**src/rtl/s27_bist_pkg.sv**
```systemverilog
// s27 BIST shared types and constants.
// States, flush vectors, LFSR taps, SISR poly.
package s27_bist_pkg;

  typedef enum logic [2:0] {
    ST_IDLE,
    ST_FLUSH1,
    ST_FLUSH2,
    ST_TEST,
    ST_DONE
  } state_e;

  // Flush pair: F parks G5=1,G6=G7=0; E then clears G5.
  localparam logic [3:0] FLUSH_V1 = 4'hF;
  localparam logic [3:0] FLUSH_V2 = 4'hE;

  // x^4+x^3+1 Fibonacci taps on L[3] and L[2].
  localparam logic [3:0] LFSR_TAPS = 4'b1100;

  // x^8+x^4+x^3+x^2+1
  localparam logic [7:0] SISR_POLY = 8'h1D;

  function automatic logic [3:0] lfsr_next(
    input logic [3:0] l
  );
    return {l[2:0], ^(l & LFSR_TAPS)};
  endfunction

endpackage

```
**src/rtl/s27_bist_if.sv**
```systemverilog
// s27 pin bundle between BIST and CUT.
// master drives G0..G3, slave returns G17.
interface s27_bist_if;
  logic G0;
  logic G1;
  logic G2;
  logic G3;
  logic G17;

  modport master (
    output G0,
    output G1,
    output G2,
    output G3,
    input  G17
  );

  modport slave (
    input  G0,
    input  G1,
    input  G2,
    input  G3,
    output G17
  );
endinterface

```
**src/rtl/s27_sisr.sv**
```systemverilog
// 8-bit serial-input signature register.
// CRC-8 form; clr wins over en.
module s27_sisr
  import s27_bist_pkg::*;
(
  input  logic       CK,
  input  logic       RST,
  input  logic       clr,
  input  logic       en,
  input  logic       din,
  output logic [7:0] sig
);

  logic [7:0] sig_q;
  logic [7:0] sig_d;
  logic       fb;

  // Next signature: clear, absorb one bit, or hold.
  always_comb begin
    fb    = sig_q[7] ^ din;
    sig_d = sig_q;
    if (clr) begin
      sig_d = 8'h00;
    end else if (en) begin
      sig_d = {sig_q[6:0], 1'b0} ^ (fb ? SISR_POLY : 8'h00);
    end
  end

  // Signature register with synchronous reset.
  always_ff @(posedge CK) begin
    if (RST) begin
      sig_q <= 8'h00;
    end else begin
      sig_q <= sig_d;
    end
  end

  assign sig = sig_q;

endmodule

```
**src/rtl/s27_bist.sv**
```systemverilog
// s27 BIST: flush, LFSR vectors, SISR compaction.
// Compares final signature against GOLDEN.
module s27_bist
  import s27_bist_pkg::*;
#(
  parameter int          N_PAT     = 15,
  parameter logic [3:0]  LFSR_SEED = 4'h1,
  parameter logic [7:0]  GOLDEN    = 8'h00
) (
  input  logic              CK,
  input  logic              RST,
  input  logic              START,
  s27_bist_if.master        cut,
  output logic              BUSY,
  output logic              DONE,
  output logic              PASS,
  output logic [7:0]        SIG
);

  localparam logic [7:0] LAST = 8'(N_PAT - 1);

  state_e     state_q, state_d;
  logic [3:0] lfsr_q, lfsr_d;
  logic [7:0] cnt_q, cnt_d;
  logic [3:0] v_q, v_d;
  logic       busy_q, busy_d;
  logic       done_q, done_d;
  logic       sisr_clr;
  logic       sisr_en;
  logic [7:0] sig;

  // Sequencer next-state, LFSR/count update, SISR control.
  always_comb begin
    state_d  = state_q;
    lfsr_d   = lfsr_q;
    cnt_d    = cnt_q;
    sisr_clr = 1'b0;
    sisr_en  = 1'b0;
    unique case (state_q)
      ST_IDLE, ST_DONE: begin
        if (START) begin
          state_d  = ST_FLUSH1;
          lfsr_d   = LFSR_SEED;
          cnt_d    = 8'd0;
          sisr_clr = 1'b1;
        end
      end
      ST_FLUSH1: state_d = ST_FLUSH2;
      ST_FLUSH2: state_d = ST_TEST;
      ST_TEST: begin
        sisr_en = 1'b1;
        lfsr_d  = lfsr_next(lfsr_q);
        cnt_d   = cnt_q + 8'd1;
        if (cnt_q == LAST) begin
          state_d = ST_DONE;
        end
      end
      default: state_d = ST_IDLE;
    endcase
  end

  // Registered outputs decoded from the upcoming state.
  always_comb begin
    v_d    = 4'h0;
    busy_d = 1'b0;
    done_d = 1'b0;
    unique case (state_d)
      ST_FLUSH1: begin
        v_d    = FLUSH_V1;
        busy_d = 1'b1;
      end
      ST_FLUSH2: begin
        v_d    = FLUSH_V2;
        busy_d = 1'b1;
      end
      ST_TEST: begin
        v_d    = lfsr_d;
        busy_d = 1'b1;
      end
      ST_DONE: done_d = 1'b1;
      default: v_d = 4'h0;
    endcase
  end

  // State, LFSR, counter and output flops.
  always_ff @(posedge CK) begin
    if (RST) begin
      state_q <= ST_IDLE;
      lfsr_q  <= LFSR_SEED;
      cnt_q   <= 8'd0;
      v_q     <= 4'h0;
      busy_q  <= 1'b0;
      done_q  <= 1'b0;
    end else begin
      state_q <= state_d;
      lfsr_q  <= lfsr_d;
      cnt_q   <= cnt_d;
      v_q     <= v_d;
      busy_q  <= busy_d;
      done_q  <= done_d;
    end
  end

  s27_sisr u_sisr (
    .CK  (CK),
    .RST (RST),
    .clr (sisr_clr),
    .en  (sisr_en),
    .din (cut.G17),
    .sig (sig)
  );

  assign cut.G0 = v_q[0];
  assign cut.G1 = v_q[1];
  assign cut.G2 = v_q[2];
  assign cut.G3 = v_q[3];
  assign BUSY   = busy_q;
  assign DONE   = done_q;
  assign PASS   = done_q && (sig == GOLDEN);
  assign SIG    = sig;

endmodule

```
**src/flat_wrapper.sv**
```systemverilog
// flat-port wrapper written by rule: the top's interface ports become plain ports
module s27_bist_flat import s27_bist_pkg::*;
#(
  parameter int          N_PAT     = 15,
  parameter logic [3:0]  LFSR_SEED = 4'h1,
  parameter logic [7:0]  GOLDEN    = 8'h00
)
  (CK, RST, START, BUSY, DONE, PASS, SIG, cut_G0, cut_G1, cut_G2, cut_G3, cut_G17);
  s27_bist_if cut_i ();
  input  logic CK;
  input  logic RST;
  input  logic START;
  output logic BUSY;
  output logic DONE;
  output logic PASS;
  output logic [7:0] SIG;
  output wire logic [$bits(cut_i.G0)-1:0] cut_G0;
  output wire logic [$bits(cut_i.G1)-1:0] cut_G1;
  output wire logic [$bits(cut_i.G2)-1:0] cut_G2;
  output wire logic [$bits(cut_i.G3)-1:0] cut_G3;
  input wire logic [$bits(cut_i.G17)-1:0] cut_G17;
  assign cut_G0 = cut_i.G0;
  assign cut_G1 = cut_i.G1;
  assign cut_G2 = cut_i.G2;
  assign cut_G3 = cut_i.G3;
  assign cut_i.G17 = cut_G17;
  s27_bist #(.N_PAT(N_PAT), .LFSR_SEED(LFSR_SEED), .GOLDEN(GOLDEN)) u_core (.CK(CK), .RST(RST), .START(START), .cut(cut_i), .BUSY(BUSY), .DONE(DONE), .PASS(PASS), .SIG(SIG));
endmodule
```
**config.mk**
```make
export PLATFORM = sky130hd
export DESIGN_NAME = s27_bist_flat
export DESIGN_NICKNAME = d
export VERILOG_FILES = /design/src/rtl/s27_bist_pkg.sv /design/src/rtl/s27_bist_if.sv /design/src/rtl/s27_sisr.sv /design/src/rtl/s27_bist.sv /design/src/flat_wrapper.sv
export SDC_FILE = /design/constraint.sdc
export NUM_CORES = 1
export LEC_CHECK = 0
export CAP_MARGIN = 20
export CORE_AREA = 2 2 52 54
export CTS_CLUSTER_SIZE = 28
export DETAILED_ROUTE_END_ITERATION = 16
export DIE_AREA = 0 0 54 56
export GPL_ROUTABILITY_DRIVEN = 1
export PLACE_DENSITY = 0.79
export SLEW_MARGIN = 20
export SYNTH_ARGS = -nofsm -noshare
export SYNTH_HDL_FRONTEND = slang
export SYNTH_SLANG_ARGS = --single-unit
export TNS_END_PERCENT = 5
```
**constraint.sdc**
```tcl
create_clock -name CK -period 2.6 [get_ports CK]
set_input_delay 0.52 -clock CK [delete_from_list [all_inputs] [get_ports CK]]
set_output_delay 0.52 -clock CK [all_outputs]
set_load 0.02 [all_outputs]
```
## Word-level counts from Yosys, hierarchy flattened

Cells that the tools add are included.
Widths: inputs -> output; s select.

- Register bits after elaboration: 29
- Input port bits: 4
- Logic and storage cells: 43

- Reductions and logical operators: 9
- Mux-type cells: 14
- Eq/ne operators: 10
- $add $sub $neg: 1
- Bitwise logic cells: 2

Operator list:

| kind | count |
|---|---|
| $pmux 8 s2 | 1 |
| $eq 3x2->1 const B | 4 |
| $pmux 3 s4 | 1 |
| $pmux 4 s3 | 1 |
| $add 8x1->8 const B | 1 |
| $eq 8x4->1 const B | 1 |
| $logic_not 8->1 | 1 |
| $mux 8 | 1 |
| $pmux 4 s2 | 1 |
| $xor 8x5->8 | 1 |
| $eq 3x1->1 const B | 2 |
| $eq 3x3->1 const B | 2 |
| $mux 3 | 2 |
| $mux 1 | 5 |
| $mux 5 | 1 |
| $mux 4 | 1 |
| $reduce_or 2->1 | 2 |
| $reduce_xor 4->1 | 1 |
| $logic_not 3->1 | 1 |
| $reduce_or 3->1 | 1 |
| $ne 2x2->1 const B | 1 |
| $reduce_and 2->1 | 1 |
| $reduce_bool 2->1 | 1 |
| $logic_and 1x1->1 | 1 |
| $xor 1x1->1 | 1 |

## Longest topological paths before layout

- Word-level depth: 6
- Depth in mapped cells: 5
- Mapped depth without buffers: 5

## Cells and area by module

A second synthesis with hierarchy kept.

- Cell total of the unflattened synthesis: 148
- Area total of the unflattened synthesis: 1,405.1 sq um

By module, submodules not included:

| module | cells an instance | times used | area each (sq um) | sequential area each (sq um) |
|---|---|---|---|---|
| s27_bist | 112 | 1 | 1,053.5 | 420.4 |
| s27_sisr | 36 | 1 | 351.6 | 160.2 |

## Least setup slack after synthesis

No wires, ideal clock.

- Path kind: reg2out
- Start point: register u_core.u_sisr.sig_q[1] (netlist: u_core.u_sisr.sig[1])
- End point: output port PASS
- Path slack: 690 ps
- Data arrival time: 1,390 ps
- Required time: 2,080 ps
- Cell stages (with the launch flop): 4
- Path through: dfxtp_1 > nor4_1 > nand3b_1 > nor4_1

- Longest elaborated chain between the ends: 2

Ends and longest elaborated chain:

| item | line | RTL |
|---|---|---|
| from (decl) | s27_sisr.sv:14 | `logic [7:0] sig_q;` |
| from (signal assigned) | s27_sisr.sv:34 | `sig_q <= sig_d;` |
| $logic_not 8->1 | s27_bist.sv:119 | `assign PASS = done_q && (sig == GOLDEN);` |
| $logic_and 1x1->1 | s27_bist.sv:119 |  |
| to (decl) | flat_wrapper.sv:15 | `output logic PASS;` |

Every way passes these cells.

## Final worst setup path

Same ends and word-level chain as after synthesis.

==> summary.md <==
| Metric | Value |
|---|---|
| Final-layout fill cell count | 203 |
| Clock latency at the later pin of the worst-skew pair | 0.33 ns |
| Layout cells sized above 1 | 0.07975 |
| Number of synthesis warnings | 0 |
| WL met2 | between 1000 and 1500 um |
| First-pass GRT wire length | about 4700 um |
| Maximum clock path buffer count | 2 |
| EDFF count, synth | 0 |
| Initial antenna violation count | 0 |
| Depth of the worst register-to-register path | 3 |
| DRT iter0 DRCs | 20 |
| Number of synthesized register bits | 29 |
| FFs w/ async S/R, synth | 0 |
| Final hold slack | around 0.48 ns |
| I/O pins | 19 |
| Vias in the first global route | roughly 1000 |
| Row count | 18 |
| Clk sinks | 29 |
| Crit path time final | 2.414 ns |
| Final hold vios | 0 |
| DR vias | ~1100 |
| CTS tree | built |
| Post-synthesis sequential area ratio | 0.4390 |
| Leading cell types in the layout, fill and taps excluded | dfxtp_1 (29), nand2_1 (19), clkdlybuf4s50_1 (18) |
| CP max FO | 4 |
| Commonest non-fill, non-tap cell in the layout | dfxtp_1 |
| Worst Setup Start Kind | register |
| Post-CTS Setup Inserts | 0 |
| F_max | 0.4142 GHz |
| Final worst path period share | 0.9286 |
| P_leak | 0.5302 nW |
| Die area | a little over 0.003 mm2 |
| Min-Delay Endpoint | u_core.u_sisr.sig[5] |
| Detail Route Antenna Nets | 0 |
| Status | complete, no violations |
| DR WL met3 | about 160 um |
| WL met1 | about 1200 um |
| Mapped Area | 0.001323 mm2 |
| Core area | around 0.0024 mm2 |
| Largest net degree at the start of global routing | 16 |
| Area Overhead vs Synth | 19.21% |
| CP arrival | between 1.5 and 2 ns |
| Setup repair after global routing missed its margin | false |
| Via-to-Cell Ratio | 5.808 |
| Syn Area/Cell | 9.058 um2 |
| WL/cell | 13.83 um |
| CTS Hold Bufs | 0 |
| Syn nets | 152 |
| Clock Skews | 0.009312 ns |
| # resized after CTS | 0 |
| MaxCap Viol Count | 0 |
| Post-synth top flop | dfxtp_1 |
| Clk slew on worst S/H paths | roughly 0.090 ns |
| Remaining DRCs | 0 |
| Post-synthesis instance total | 146 |
| Reg2Reg Setup Slack | 0.78 ns |
| Net total in the final layout | about 170 |
| Hold Crit Start | u_core.u_sisr.sig[4] |
| Drt pass-1 iters | 4 |
| Synth cell types | about 40 |
| Final global-route overflow total | 0 |
| Port Buffers | 18 |
| Root cell of the clock tree | clkbuf_4 |
| Setup crit end kind | output pin |
| Final HPWL DP | around 1900 um |
| Worst Hold Class | reg -> reg |
| Die Y-Extent | about 56 um |
| Setup CP Type | reg -> out |
| Initial core utilization | 0.5437 |
| Worst IR Drop VDD | between 0.4 and 0.5 mV |
| Global Route Usage Sum | 0.2105 |
| RR Startpoint | u_core.state_q[1] |
| Setup_tns | 0 ns |
| CTS Buf Count | 5 |
| DR top layer | met4 |
| Max Slew Vio Count | 0 |
| Crit path required time | between 2 and 2.5 ns |
| Slew HR | 0.6194 |
| Pwr per Cell Area | 558.8 mW/mm2 |
| H-tree levels | 2 |
| Hold path cells | 2 |
| Routed WL | approximately 2700 um |
| Ant diodes | 0 |
| Die X | about 54 um |
| Placer congestion estimate | roughly 0.8 |
| Worst slew pin tran | ~0.57 ns |
| Final setup fails | 0 |
| R2R Path End | u_core.u_sisr.sig[2] |
==> Yosys cell counts (2+ instances only) <==
| master | count | area share |
|---|---|---|
| nand2_1 | 19 | 0.054 |
| inv_1 | 3 | 0.0085 |
| a31oi_1 | 3 | 0.014 |
| mux2_2 | 2 | 0.017 |
| nor4_1 | 4 | 0.019 |
| dfxtp_1 | 29 | 0.44 |
| nand4b_1 | 2 | 0.013 |
| nand2b_1 | 4 | 0.019 |
| buf_2 | 3 | 0.011 |
| nor3_1 | 4 | 0.015 |
| a311oi_1 | 2 | 0.013 |
| nand3_1 | 3 | 0.011 |
| and4b_1 | 3 | 0.023 |
| nand3b_1 | 3 | 0.017 |
| clkbuf_1 | 7 | 0.020 |
| nor3b_1 | 2 | 0.011 |
| xnor2_1 | 5 | 0.033 |
| a21oi_1 | 10 | 0.038 |
| a2111oi_1 | 3 | 0.023 |
| o2bb2ai_1 | 5 | 0.033 |
| ha_1 | 2 | 0.019 |
| nor2_1 | 9 | 0.026 |
==> power breakdown <==
part           switching (mW)  total (mW)  internal [mW]
clock                   0.154       0.310          0.156
sequential             0.0132       0.471          0.458
combinational          0.0571      0.0995         0.0424
total                   0.224       0.881          0.657
==> metrics by stage <==
step | total power [mW] | worst slack [ns] | std cells | instance area, um2 | util
6_report | 0.8809 | 0.1857 | 193 | 1577 | 0.6481
5_1_grt | 0.9253 | 0.02436 | 193 | 1577 | 0.6481
4_1_cts | 0.8912 | 0.1524 | 193 | 1577 | 0.6481
3_5_place_dp | 0.5805 | 0.5052 | 185 | 1506 | 0.6193
3_3_place_gp | 0.5783 | 0.5235 | 185 | 1506 | 0.6193
2_1_floorplan | 0.5477 | 0.6896 | 146 | 1323 | -
==> worst max-delay path, cell delays in order (launching register included) <==
cell             delay (ns)
dfxtp_1                0.35
nor4_1                 0.30
nand3b_1               0.11
nor4_1                 0.16
clkdlybuf4s50_1        0.64
==> registers in the layout (all words and copies together) (netlist names) <==
name,cells
u_core.lfsr_q,4
u_core.DONE,1
u_core.v_q,4
u_core.cnt_q,8
u_core.BUSY,1
u_core.state_q,3
u_core.u_sisr.sig,8
==> worst max-delay path by stage <==
| stage | from | slack, ns | endpoint | depth (start not counted) |
|---|---|---|---|---|
| after floorplan | u_core.u_sisr.sig[1] | 0.69 | PASS | 3 |
| after global placement | START | 0.52 | u_core.v_q[3] | 4 |
| after detailed placement | START | 0.51 | u_core.v_q[3] | 4 |
| after CTS | u_core.u_sisr.sig[1] | 0.15 | PASS | 4 |
| after global routing | u_core.u_sisr.sig[1] | 0.02 | PASS | 4 |
| final | u_core.u_sisr.sig[1] | 0.19 | PASS | 4 |
==> layout make-up <==
class	instances	area, um2	area share
timing repair buffer	19	187.7	0.1190
inverter	3	11.26	0.007143
tap	30	37.54	0.02381
clock inverter	1	5.005	0.003175
multi-input combinational	104	689.4	0.4373
sequential	29	580.6	0.3683
clock buffer	7	65.06	0.04127
==> per-layer routing <==
metal | vias up | GRT usage
met1 | 522 | 0.2614
met5 | - | 0
met4 | 0 | 0.1000
li1 | 566 | -
met2 | 24 | 0.3084
met3 | 9 | 0.08871
==> cell families after synthesis <==
kind of cell / after synthesis / synth area share
fa+ha+maj: 2 / 0.01892
flops: 29 / 0.4390
xor+xnor: 6 / 0.03973
compound gates: 30 / 0.1599
mux: 3 / 0.02460
buf+inv: 13 / 0.03973
simple gates: 63 / 0.2782
(Power assumes the default switching activity.)
==> RTL edit, RTL diff (same flow settings) <==
The 5 states of `state_e` get a one-hot encoding in 5 bits.
--- a/src/rtl/s27_bist_pkg.sv
+++ b/src/rtl/s27_bist_pkg.sv
@@ -4,8 +4,8 @@
 
-  typedef enum logic [2:0] {
-    ST_IDLE,
-    ST_FLUSH1,
-    ST_FLUSH2,
-    ST_TEST,
-    ST_DONE
+  typedef enum logic [4:0] {
+    ST_IDLE   = 5'b00001,
+    ST_FLUSH1 = 5'b00010,
+    ST_FLUSH2 = 5'b00100,
+    ST_TEST   = 5'b01000,
+    ST_DONE   = 5'b10000
   } state_e;
Formal check against the unedited RTL: same outputs for any inputs over 10 cycles, from zero or initial values and one cycle with RST high; not proved beyond that.
==> RTL edit against the original RTL <==
  * Core utilization increased by 6.1 points
  * Sequential power increased by 5.9%
  * Synthesized area increased by 12%
  * Via count increased by 15%
  * Power decreased by 0.36%
  * Routed wire length increased by 19%
  * Hold slack improved by 8.5 ps
  * Worst setup slack improved by 380 ps
  * Design area increased by 9.4%
  * Sequential cell count increased by 2
  * Non-clock buffer count increased by 1
  * Highest routed layer unchanged
==> RTL edit: results (changes against the original RTL) <==
Status - complete, no violations
Nets - 197 (+17%)
IO Port Bufs - 18 (unchanged)
Sequential element share of the synthesized area - 41.93% (-2.0 points)
N_diodes - 0 (unchanged)
Post-DP HPWL - 2256 um (+18%)
Static Leakage - 0.0006244 uW (+18%)
Clock buffer depth - 2 (unchanged)
Routed Antenna Nets - 0 (unchanged)
Unique masters post-synth - 44 (+7.3%)
Setup Viol. Count Final - 0 (unchanged)
Number of DRC violations after detailed-routing iteration 0 - 42 (+110%)
VDD IR max - 0.5371 mV (+31%)
Post-synth top cells - dfxtp_1, nand2_1, a21oi_1
Vias in the first global route - 1,190 (+15%)
Gr usage total - 24.17% (+3.1 points)
Worst hold path type - register to register
Share of layout cells above drive strength 1 - 9.424% (+1.4 points)
Asr flop ratio synth - 0% (unchanged)
DR WL/cell - 14.40 um (+4.1%)
Largest net degree at the start of global routing - 15 (-1)
Placed Area - 0.001667 sq mm (+11%)
Syn Nets - 178 (+17%)
Worst Path Max Fanout - 4 (unchanged)
Grt ovf - 0 (unchanged)
Worst relative slew slack - 65.03% (+3.1 points)
Final Wtd Congestion - 0.8038 (+1.9%)
R2R depth - 4 (+1)
CTS root buf - clkbuf_4
Skew final - 13.97 ps (+4.659 ps)
Initial antenna violation count - 0 (unchanged)
Yosys warning count - 0 (unchanged)
Vias - 1,294 (+15%)
First-pass GRT wire length - 5361 um (+15%)
Crit path DAT - 1510 ps (-380 ps)
Clk slew on worst S/H paths - 100 ps
CTS Buf Count - 5 (unchanged)
First-pass DRT Iterations - 4 (unchanged)
Worst Hold Path Cells - 2 (unchanged)
H-tree levels - 2 (unchanged)
Top cells by area, synth - dfxtp_1, nand2_1, a21oi_1
Worst skew pair latency - 330 ps (about the same)
## RTL edit: changes by cell type in the layout (fill, tap and decap cells not counted), sizes merged, moves of 3 or more
cell | before | now
a2111oi | 3 | 0
a21oi | 10 | 17
a22oi | 0 | 3
and4b | 3 | 0
and4bb | 0 | 3
nand2 | 19 | 24
nand2b | 4 | 1
nor2 | 9 | 14
nor4bb | 0 | 3
o21ai | 1 | 12
o2bb2ai | 5 | 0
or3 | 1 | 5
xnor2 | 5 | 1
xor2 | 1 | 7
## RTL edit: power breakdown
part	internal [uW]	total, uW	switching (uW)
registers	485	499	14.5
logic	40.0	93.2	53.3
clock network	125	285	160
## RTL edit: cell families after synthesis
| family | synth area share (%) |
|---|---|
| adders and majority gates | 1.690 |
| DFF | 41.93 |
| buffers and inverters | 4.396 |
| xor gates and xnor gates | 4.734 |
| and+or+nand+nor | 28.49 |
| AOI/OAI and AO/OA | 18.77 |
## RTL edit: worst max-delay path: stages (launching register included)
cell and delay [ps]:
dfxtp_1 350, nor4_1 300, nand3b_1 120, nor4_1 150, dlymetal6s2s_1 260
## RTL edit: final cells by class
cell class / instances / area (sq um)
clock buffers: 6 / 51.30
clock inverters: 1 / 5.005
fillers: 201 / 706.9
inverters: 5 / 18.77
multi-input cells: 128 / 794.5
flip-flops and latches: 31 / 620.6
well taps: 30 / 37.54
repair buffers: 20 / 197.7
## RTL edit: final timing paths
kind         slack, ps                                end                              start
max                570                               PASS  u_core.u_sisr.sig[1]$_SDFFE_PP0N_
min                490  u_core.u_sisr.sig[7]$_SDFFE_PP0N_  u_core.u_sisr.sig[6]$_SDFFE_PP0N_
max reg2reg        730       u_core.cnt_q[7]$_SDFFE_PP0P_       u_core.state_q[3]$_SDFF_PP0_
min reg2reg        490  u_core.u_sisr.sig[7]$_SDFFE_PP0N_  u_core.u_sisr.sig[6]$_SDFFE_PP0N_
## RTL edit: what timing repair did
action,CTS,global route
buffers inserted,0,0
endpoints found under the hold margin,0,0
resized for setup,0,1
endpoints found under the setup margin,0,1
## RTL edit: metal layers
metal / up-vias / global-route usage, % / wire length (um) / part of all wire [%]
met1: 614 / 31.63 / 1414 / 44
met5: - / 0 / 0 / 0
met3: 4 / 8.871 / 135 / 4.2
met4: 0 / 6.429 / 25 / 0.79
li1: 649 / - / - / -
met2: 27 / 37.11 / 1606 / 50
## RTL edit: stage by stage
stage,worst slack (ps),hold slack [ps],instances,power (uW)
final,570.6,493.3,221,877.7
after detailed placement,403.7,483.5,214,602.2
after global routing,388.1,521.0,221,920.0
after global placement,467.3,468.3,214,598.4
after floorplan,690.2,458.6,172,568.4
after CTS,151.4,496.1,221,883.8
